===== config.mk =====
export PLATFORM = sky130hd
export DESIGN_NAME = des_key_sched_ctrl
export DESIGN_NICKNAME = d
export VERILOG_FILES = /design/src/rtl/des_pkg.sv /design/src/rtl/des_key_sched_ctrl_pc_2.sv /design/src/rtl/des_key_sched_ctrl.sv
export SDC_FILE = /design/constraint.sdc
export NUM_CORES = 1
export LEC_CHECK = 0
export BUFFER_PORTS_ARGS = -buffer_cell sky130_fd_sc_hd__clkbuf_2
export CAP_MARGIN = 20
export CORE_UTILIZATION = 35
export DETAILED_ROUTE_END_ITERATION = 6
export GPL_ROUTABILITY_DRIVEN = 1
export PLACE_DENSITY = 0.54
export SETUP_SLACK_MARGIN = 0.15
export SYNTH_ARGS = -nofsm -noshare
export SYNTH_HDL_FRONTEND = slang
export SYNTH_SLANG_ARGS = --single-unit

===== constraint.sdc =====
create_clock -name Clk -period 3.7 [get_ports Clk]
set_input_delay 0.555 -clock Clk [delete_from_list [all_inputs] [get_ports Clk]]
set_output_delay 0.555 -clock Clk [all_outputs]
set_load 0.01 [all_outputs]

===== src/rtl/des_pkg.sv =====
// Shared constants, types and rotation helpers for the DES key schedule sequencer.
// Holds the per-round shift amounts and the PC-2 selection table.
package des_pkg;

    localparam int unsigned HALF_W   = 32'd28;
    localparam int unsigned KEY_W    = 32'd48;
    localparam int unsigned IDX_W    = 32'd4;
    localparam int unsigned ROUNDS_N = 32'd16;

    typedef enum logic [1:0] {
        ST_IDLE = 2'd0,
        ST_RUN  = 2'd1,
        ST_DONE = 2'd2
    } state_e;

    // Left-rotation amount applied to reach round r+1 (index 0 is round 1).
    localparam logic [1:0] SHIFT_SCHED [0:15] = '{
        2'd1, 2'd1, 2'd2, 2'd2, 2'd2, 2'd2, 2'd2, 2'd2,
        2'd1, 2'd2, 2'd2, 2'd2, 2'd2, 2'd2, 2'd2, 2'd1
    };

    // PC-2 source positions, 1-based from the MSB of the 56-bit {C, D} word.
    localparam logic [5:0] PC2_IDX [0:47] = '{
        6'd14, 6'd17, 6'd11, 6'd24, 6'd1,  6'd5,  6'd3,  6'd28,
        6'd15, 6'd6,  6'd21, 6'd10, 6'd23, 6'd19, 6'd12, 6'd4,
        6'd26, 6'd8,  6'd16, 6'd7,  6'd27, 6'd20, 6'd13, 6'd2,
        6'd41, 6'd52, 6'd31, 6'd37, 6'd47, 6'd55, 6'd30, 6'd40,
        6'd51, 6'd45, 6'd33, 6'd48, 6'd44, 6'd49, 6'd39, 6'd56,
        6'd34, 6'd53, 6'd46, 6'd42, 6'd50, 6'd36, 6'd29, 6'd32
    };

    function automatic logic [27:0] rotl28(input logic [27:0] x, input logic [1:0] n);
        case (n)
            2'd1:    return {x[26:0], x[27]};
            2'd2:    return {x[25:0], x[27:26]};
            default: return x;
        endcase
    endfunction

    function automatic logic [27:0] rotr28(input logic [27:0] x, input logic [1:0] n);
        case (n)
            2'd1:    return {x[0], x[27:1]};
            2'd2:    return {x[1:0], x[27:2]};
            default: return x;
        endcase
    endfunction

endpackage


===== src/rtl/des_key_sched_ctrl_pc_2.sv =====
// PC-2 compression permutation: selects 48 of the 56 bits of {C, D}.
module PC_2
    import des_pkg::*;
(
    input  logic [55:0] cd_i,
    output logic [47:0] key_o
);

    for (genvar i = 0; i < 48; i++) begin : g_sel
        assign key_o[47 - i] = cd_i[32'd56 - 32'(PC2_IDX[i])];
    end

endmodule


===== src/rtl/des_key_sched_ctrl.sv =====
// DES key schedule sequencer: rotates C/D per round and streams the 16 round
// keys over valid/ready, forward for encryption or reversed for decryption.
module des_key_sched_ctrl
    import des_pkg::*;
#(
    parameter int unsigned ROUNDS = 32'd16
) (
    input  logic        Clk,
    input  logic        Reset,
    input  logic        Start,
    input  logic        Decrypt,
    input  logic [27:0] C0,
    input  logic [27:0] D0,
    input  logic        Key_ready,
    output logic [47:0] Round_key,
    output logic        Key_valid,
    output logic [3:0]  Round_idx,
    output logic        Busy,
    output logic        Done
);

    localparam logic [3:0] LAST_IDX = 4'(ROUNDS - 32'd1);

    state_e      state_q;
    logic [27:0] c_q;
    logic [27:0] d_q;
    logic [3:0]  idx_q;
    logic        dec_q;
    logic        valid_q;
    logic        busy_q;
    logic        done_q;

    logic [1:0]  shamt_s;
    logic        last_s;
    logic [27:0] c_d;
    logic [27:0] d_d;
    logic [27:0] c_load_s;
    logic [27:0] d_load_s;

    // Next C/D for a handshake: decrypt undoes the current round's shift, encrypt applies the next one.
    always_comb begin
        shamt_s  = dec_q ? SHIFT_SCHED[idx_q] : SHIFT_SCHED[idx_q + 4'd1];
        c_d      = dec_q ? rotr28(c_q, shamt_s) : rotl28(c_q, shamt_s);
        d_d      = dec_q ? rotr28(d_q, shamt_s) : rotl28(d_q, shamt_s);
        last_s   = dec_q ? (idx_q == 4'd0) : (idx_q == LAST_IDX);
        c_load_s = Decrypt ? C0 : rotl28(C0, 2'd1);
        d_load_s = Decrypt ? D0 : rotl28(D0, 2'd1);
    end

    // Sequencer FSM with all status outputs registered.
    always_ff @(posedge Clk) begin
        if (Reset) begin
            state_q <= ST_IDLE;
            c_q     <= 28'd0;
            d_q     <= 28'd0;
            idx_q   <= 4'd0;
            dec_q   <= 1'b0;
            valid_q <= 1'b0;
            busy_q  <= 1'b0;
            done_q  <= 1'b0;
        end else begin
            case (state_q)
                ST_IDLE: begin
                    done_q <= 1'b0;
                    if (Start) begin
                        state_q <= ST_RUN;
                        c_q     <= c_load_s;
                        d_q     <= d_load_s;
                        idx_q   <= Decrypt ? LAST_IDX : 4'd0;
                        dec_q   <= Decrypt;
                        valid_q <= 1'b1;
                        busy_q  <= 1'b1;
                    end else begin
                        state_q <= ST_IDLE;
                    end
                end
                ST_RUN: begin
                    if (Key_ready) begin
                        if (last_s) begin
                            state_q <= ST_DONE;
                            valid_q <= 1'b0;
                            busy_q  <= 1'b0;
                            done_q  <= 1'b1;
                        end else begin
                            c_q   <= c_d;
                            d_q   <= d_d;
                            idx_q <= dec_q ? (idx_q - 4'd1) : (idx_q + 4'd1);
                        end
                    end else begin
                        state_q <= ST_RUN;
                    end
                end
                ST_DONE: begin
                    state_q <= ST_IDLE;
                    done_q  <= 1'b0;
                end
                default: begin
                    state_q <= ST_IDLE;
                    valid_q <= 1'b0;
                    busy_q  <= 1'b0;
                    done_q  <= 1'b0;
                end
            endcase
        end
    end

    PC_2 u_pc_2 (
        .cd_i  ({c_q, d_q}),
        .key_o (Round_key)
    );

    assign Key_valid = valid_q;
    assign Round_idx = idx_q;
    assign Busy      = busy_q;
    assign Done      = done_q;

endmodule

Word level (Yosys, flattened, before mapping). Memory sizes are Yosys's and may differ from the RTL's. Cells that the tools add are included.

Equality and inequality tests: 11. Order comparisons: 2. Bitwise gates (word level): 4. Multiplexer cells: 36. Reductions and logical operators: 9. Add/subtract/negate cells: 2.

Operators by type and width (number): one-hot mux 28 bit (2 select lines) (6); 2-to-1 mux 28 bit (10); 2-to-1 mux 4 bit (5); 2-to-1 mux 2 bit (7); greater-or-equal comparator 5 bit, second input constant (2); inverter 4 -> 5 bit (2); != test 2 bit, second input constant (4); one-hot mux 4 bit (2 select lines) (1); AND reduction 4 bit (2); 2-to-1 mux 1 bit (5); AND reduction 5 bit (1); adder 4 x 1 -> 4 bit, second input constant (1); equality test 2 x 1 -> 1 bit, second input constant (2); equality test 2 bit, second input constant (2); equality test 4 bit, second input constant (1); zero test 4 bit (1); one-hot mux 2 bit (2 select lines) (1); AND reduction 2 bit (2); subtractor 4 x 1 -> 4 bit, second input constant (1); != test 3 x 1 -> 1 bit, second input constant (1); != test 3 bit, second input constant (1); one-hot mux 1 bit (3 select lines) (1); zero test 2 bit (1); inverter 1 bit (2); 2 further kinds (2).

Register bits after elaboration: 65. Output and inout port bits: 55. Memories: 2. Input port bits: 61. Bits in read-only memories: 64. Word-level logic and storage cells: 73.

Memories: (name not given) (words 16, bits a word 2, read ports 1, clocked after Yosys merged registers in 0, wr ports 0, line des_key_sched_ctrl.sv:42) `shamt_s = dec_q ? SHIFT_SCHED[idx_q] : SHIFT_SCHED[idx_q + 4'd1];`; (name not given) (words 16, bits a word 2, read ports 1, clocked after Yosys merged registers in 0, wr ports 0, line des_key_sched_ctrl.sv:42).

Logic depth before layout (Yosys ltp).
Word-level depth: 12. Mapped depth: 13. Mapped depth without buffers: 11.

By module. From an unflattened synthesis, not the netlist that was laid out.

Cell total of the unflattened synthesis: 629. Area total of the unflattened synthesis: 5680.4 µm².

Modules (own cells, without submodules): des_key_sched_ctrl (area an instance 5320.1 µm², cells each 581, times used 1, sequential area each 1301.2 µm²); PC_2 (area an instance 360.3 µm², cells each 48, times used 1, sequential area each 0.0 µm²).

Worst setup path before layout. No wires, ideal clock.

Kind: reg2reg. Start point: register idx_q[1], in the netlist Round_idx[1]. End point: register c_q[19]. Stages on the path, launching flop included: 13. Data required time: 3568 ps. Setup time: 132 ps. Buffers on the path: 3. Setup slack: 802 ps. Clock period less this slack: 2898 ps. Data arrival time: 2767 ps. Cells stage by stage: dfxtp_1 > ha_1 > buf_2 > xor2_1 > nand2b_1 > a21oi_1 > o31ai_1 > ha_1 > buf_2 > buf_2 > mux4_2 > a221oi_1 > nor3_1.

Word-level cells in the longest chain between the ends: 12. Elaborated cells on any way between the ends: 24. Those cells by class: 1 x add/sub; 5 x eq/ne; 12 x mux; 2 x bitwise; 2 x reduce/logical; 2 x memory.

RTL lines: start, declared (line des_key_sched_ctrl.sv:27) `logic [3:0] idx_q;`; start signal, assigned (line des_key_sched_ctrl.sv:69) `idx_q <= Decrypt ? LAST_IDX : 4'd0;`; start signal, assigned (line des_key_sched_ctrl.sv:87) `idx_q <= dec_q ? (idx_q - 4'd1) : (idx_q + 4'd1);`; adder 4 x 1 -> 4 bit (line des_key_sched_ctrl.sv:42); inverter 4 -> 5 bit (implied by the code) (line des_key_sched_ctrl.sv:42); memory (16 x 2 bit); 2-to-1 mux 2 bit (implied by the code) (2 in series) (line des_key_sched_ctrl.sv:42); 2-to-1 mux 2 bit (line des_key_sched_ctrl.sv:42); equality test 2 bit or equality test 2 x 1 -> 1 bit (tied branches) (line des_pkg.sv:33, des_pkg.sv:41); one-hot mux 28 bit (2 select lines) (on tied branches) (line des_pkg.sv:33, des_pkg.sv:41); 2-to-1 mux 28 bit (line des_key_sched_ctrl.sv:43) `c_d = dec_q ? rotr28(c_q, shamt_s) : rotl28(c_q, shamt_s);`; 2-to-1 mux 28 bit (line des_key_sched_ctrl.sv:79) `if (last_s) begin`; 2-to-1 mux 28 bit (line des_key_sched_ctrl.sv:78) `if (Key_ready) begin`; one-hot mux 28 bit (2 select lines) (line des_key_sched_ctrl.sv:62) `case (state_q)`; end signal, assigned (line des_key_sched_ctrl.sv:67) `c_q <= c_load_s;`; end, declared (line des_key_sched_ctrl.sv:25) `logic [27:0] c_q;`.

Parallel ways exist; a longest one is shown, timed or not. The select of a mux whose other input is x is not followed. A chain may end at the register's enable or synchronous reset.

Final worst setup path.
Start point: register idx_q[1], in the netlist Round_idx[1]. End point: register d_q[18].

Word-level cells in the longest chain between the ends: 12. Elaborated cells on any way between the ends: 24. Those cells by class: 1 x add/sub; 5 x eq/ne; 12 x mux; 2 x bitwise; 2 x reduce/logical; 2 x memory.

RTL lines: adder 4 x 1 -> 4 bit (line des_key_sched_ctrl.sv:42); inverter 4 -> 5 bit (implied by the code) (line des_key_sched_ctrl.sv:42); memory (16 x 2 bit); 2-to-1 mux 2 bit (implied by the code) (2 in series) (line des_key_sched_ctrl.sv:42); 2-to-1 mux 2 bit (line des_key_sched_ctrl.sv:42); equality test 2 bit or equality test 2 x 1 -> 1 bit (tied branches) (line des_pkg.sv:33, des_pkg.sv:41); one-hot mux 28 bit (2 select lines) (on tied branches) (line des_pkg.sv:33, des_pkg.sv:41); 2-to-1 mux 28 bit (line des_key_sched_ctrl.sv:44) `d_d = dec_q ? rotr28(d_q, shamt_s) : rotl28(d_q, shamt_s);`; 2-to-1 mux 28 bit (line des_key_sched_ctrl.sv:79); 2-to-1 mux 28 bit (line des_key_sched_ctrl.sv:78); one-hot mux 28 bit (2 select lines) (line des_key_sched_ctrl.sv:62); end signal, assigned (line des_key_sched_ctrl.sv:68) `d_q <= d_load_s;`; end, declared (line des_key_sched_ctrl.sv:26) `logic [27:0] d_q;`.

Parallel ways exist; a longest one is shown, timed or not. The select of a mux whose other input is x is not followed.

==> results.yml <==
outcome:
  run_status: "finished clean"
sta:
  finalHoldWorstSlack_ns: 0.495
  final-setup-viol-count: 0
  finalHoldViolCount: 0
  timing.max_slew.rel_slack: 0.484
  min_period_over_period: 0.898
  unrepaired_setup_endpoints_after_global_routing: "false"
  worst-slew-pin-transition_ns: 0.774
  final_period_minus_worst_setup_slack_ns: 3.32
  clock-skew-final_ns: 0.00387
  report.final.slew_viol_count: 0
  max_freq_mhz: 301
  setup-tns-final_ns: 0
synth:
  synth.cell_area_um2: 6090
  count_of_warnings_emitted_by_yosys: 0
  synth_nets: 695
  compound_gate_fraction_of_synth_area: 0.207
  postSynthCellCount: 626
  post_synth_and_or_nand_nor_area_fraction: 0.0836
  synth_cell_type_count: 50
  number_of_enable_type_register_cells_in_the_synthesized_netlist: 0
  sequential_to_total_area_share_from_yosys_stat: 0.214
  postSynthRegisterBits: 65
  ys_dominant_reg_cell: "dfxtp_1"
  synth_area_per_cell_um2: 9.73
  async_flop_share: 0
  synth.area.mux_share: 0.360
  synth-xor-area-share: 0.00432
  synth_top_family_by_area: "multiplexers"
  synth-adder-area-share: 0.0164
cells_and_area:
  finalNetCount: 736
  post_layout_nonfiller_instances: 892
  layout-area-overhead-vs-synth_pct: 11.6
  post_route_cells_drive_above_1_share: 0.324
  multiInputGateArea_um2: 4110
  num_antenna_cells: 0
  nFillCells: 1690
  finalCoreUtilization: 0.406
  seq_area_um2: 1310
floorplanning:
  num_io_pins: 116
  die_height_um: 134
  design.core.area_um2: 16800
  initial_utilization: 0.363
  dieArea_um2: 17900
  die_w_um: 134
  rows: 47
placed_design:
  place_inst: 875
  io_buffers: 115
  routability_cong: 0.823
  place_hpwl_um: 10400
cts:
  clock_tree.root_cell: "clkbuf_16"
  numClockSinks: 65
  cts.path.max_buffers: 2
  cts.reportedPaths.clkPinSlew_ns: 0.06
  clock_latency_ns: 0.33
  tritoncts_clock_tree: "built"
  cts_buffers: 9
  cells_resized_by_post_cts_repair: 0
  ctsHtreeMaxLevel: 3
pwr:
  power.static_leakage_nw: 2.65
  p_per_area_nw_per_um2: 407
  irDropWorstVdd_v: 0.000288
global_route:
  grt_pass1_vias: 4776
  antenna_found_initial: 0
  grt_remaining_overflow: 0
  grt.total_usage: 0.174
  grt_pass1_wl_um: 25400
  pin_count_of_the_biggest_net_entering_global_routing: 62
route:
  vias_per_cell: 5.39
  dr.pass1.iters: 4
  vias: 4808
  drt_wl_total_um: 15300
  drt_first_iter_violations: 246
  antenna_violating_nets_post_route: 0
  drt_drc_violations_left: 0
  routedWlPerCell_um: 17.2
setup_path:
  worst-setup-path-type: "flip-flop to flip-flop"
  rr_startpoint: "Round_idx[1]$_SDFFE_PP0P_"
  reg2reg_slack_ns: 0.38
  crit_arrival_ns: 3.54
  rr_worst_depth: 12
  worst_setup_path_start_kind: "flip-flop"
  critical_path.endpoint_type: "flip-flop"
  regToRegEndpoint: "d_q[18]$_SDFFE_PP0P_"
  crit_path_max_fanout: 35
  cp_data_required_time_ns: 3.91
worst_hold_path:
  hold-path-endpoint: "Done$_SDFFE_PP0P_"
  holdCritStartpoint: "Done$_SDFFE_PP0P_"
  whs_path_depth: 2
  hold_class: "flip-flop to flip-flop"
flow_run:
  maxCapViolCount: 0
==> flip-flops by register name (all words and copies together) (netlist names) <==
signal     flops
Busy           1
Done           1
Round_idx      4
c_q           28
d_q           28
dec_q          1
state_q        2
==> cell type report <==
type	count	share of cell area
Sequential cell	65	0.192
Tap cell	220	0.0405
Clock buffer	10	0.0337
Clock inverter	6	0.0120
Inverter	4	0.00221
Multi-Input combinational cell	454	0.604
Timing Repair Buffer	133	0.115
==> how the worst max path moves through the flow <==
stage | start | endpoint | depth (start not counted) | slack (ns)
CTS | Round_idx[1]$_SDFFE_PP0P_ | d_q[23]$_SDFFE_PP0P_ | 12 | 0.30
global route | Round_idx[1]$_SDFFE_PP0P_ | d_q[7]$_SDFFE_PP0P_ | 12 | 0.18
detailed placement | Round_idx[1]$_SDFFE_PP0P_ | d_q[22]$_SDFFE_PP0P_ | 12 | 0.34
global placement | Round_idx[1]$_SDFFE_PP0P_ | d_q[21]$_SDFFE_PP0P_ | 11 | 0.24
finish | Round_idx[1]$_SDFFE_PP0P_ | d_q[18]$_SDFFE_PP0P_ | 12 | 0.38
floorplan | Round_idx[1]$_SDFFE_PP0P_ | c_q[19]$_SDFFE_PP0P_ | 12 | 0.80
==> per-layer routing <==
layer	vias to the layer above	routed length, um	GRT usage
met5	-	0	0
met4	0	312	0.0612
met3	21	695	0.0393
met2	107	7300	0.293
met1	2310	7000	0.217
li1	2370	-	-
==> placed cells by master (no fill, tap or decap), drive strengths merged, types with 3 or more instances in the layout <==
master,Yosys,layout
o21ai,4,4
clkbuf,14,124
o2bb2ai,53,53
a221oi,3,3
mux4,8,8
inv,4,5
mux2i,201,201
a21oi,64,64
nand2,4,4
nor2,61,61
buf,89,19
nor3b,3,3
nor3,10,10
ha,8,8
nand3,3,3
dfxtp,65,65
clkinv,0,3
==> cells in the mapped netlist, types with 2 or more instances <==
cell	number	area, um^2
clkbuf_1	14	52.6
nand3_1	3	15.0
and2_1	2	12.5
nor3_1	9	45.0
o21bai_1	2	15.0
o21ai_1	2	10.0
a221oi_1	3	26.3
ha_1	8	100
xor2_1	2	17.5
nand2b_1	2	12.5
a21oi_1	64	320
nand2_1	4	15.0
o2bb2ai_2	50	751
buf_6	5	56.3
dfxtp_1	65	1300
buf_2	21	105
o211ai_1	2	15.0
o2bb2ai_1	3	26.3
buf_4	62	465
nor2_1	61	229
mux4_2	8	180
inv_1	4	15.0
o21ai_0	2	10.0
mux2i_1	201	2010
nor3b_1	2	15.0
==> worst max-delay path, stage by stage, from the launching register on <==
cell       delay (ns)
dfxtp_1          0.52
ha_1             0.31
xor2_1           0.28
nand2b_1         0.15
a21oi_1          0.06
o31ai_1          0.34
ha_2             0.35
nor2b_1          0.24
and4_4           0.31
nor3_4           0.07
buf_16           0.19
buf_12           0.20
o2bb2ai_2        0.15
==> metrics by stage <==
step / power (mW) / instance area (um^2) / setup WS [ns]
6_report: 2.77 / 6800 / 0.377
5_1_grt: 2.92 / 6800 / 0.182
4_1_cts: 2.79 / 6790 / 0.302
3_5_place_dp: 1.87 / 6480 / 0.341
3_3_place_gp: 1.84 / 6450 / 0.244
2_1_floorplan: 1.66 / 6090 / 0.802
==> report_power, final <==
| group | leakage (nW) | total [mW] | internal [mW] | switching, mW |
|---|---|---|---|---|
| Combinational | 1.96 | 0.968 | 0.451 | 0.517 |
| Clock | 0.157 | 0.913 | 0.587 | 0.327 |
| Sequential | 0.533 | 0.885 | 0.765 | 0.120 |
| Total | 2.65 | 2.77 | 1.80 | 0.964 |
==> cells by family after synthesis <==
| kind of cell | Yosys count |
|---|---|
| adders and majority gates | 8 |
| buffers and inverters | 107 |
| DFF | 65 |
| muxes | 209 |
| AOI/OAI and AO/OA | 138 |
| and+or+nand+nor | 96 |
| xor gates and xnor gates | 3 |
==> timing repair <==
item,in CTS,in global routing
setup buffers,0,1
endpoints found under the setup margin,0,32
hold buffers,0,0
No activity file was read; power rests on OpenSTA's default activity.
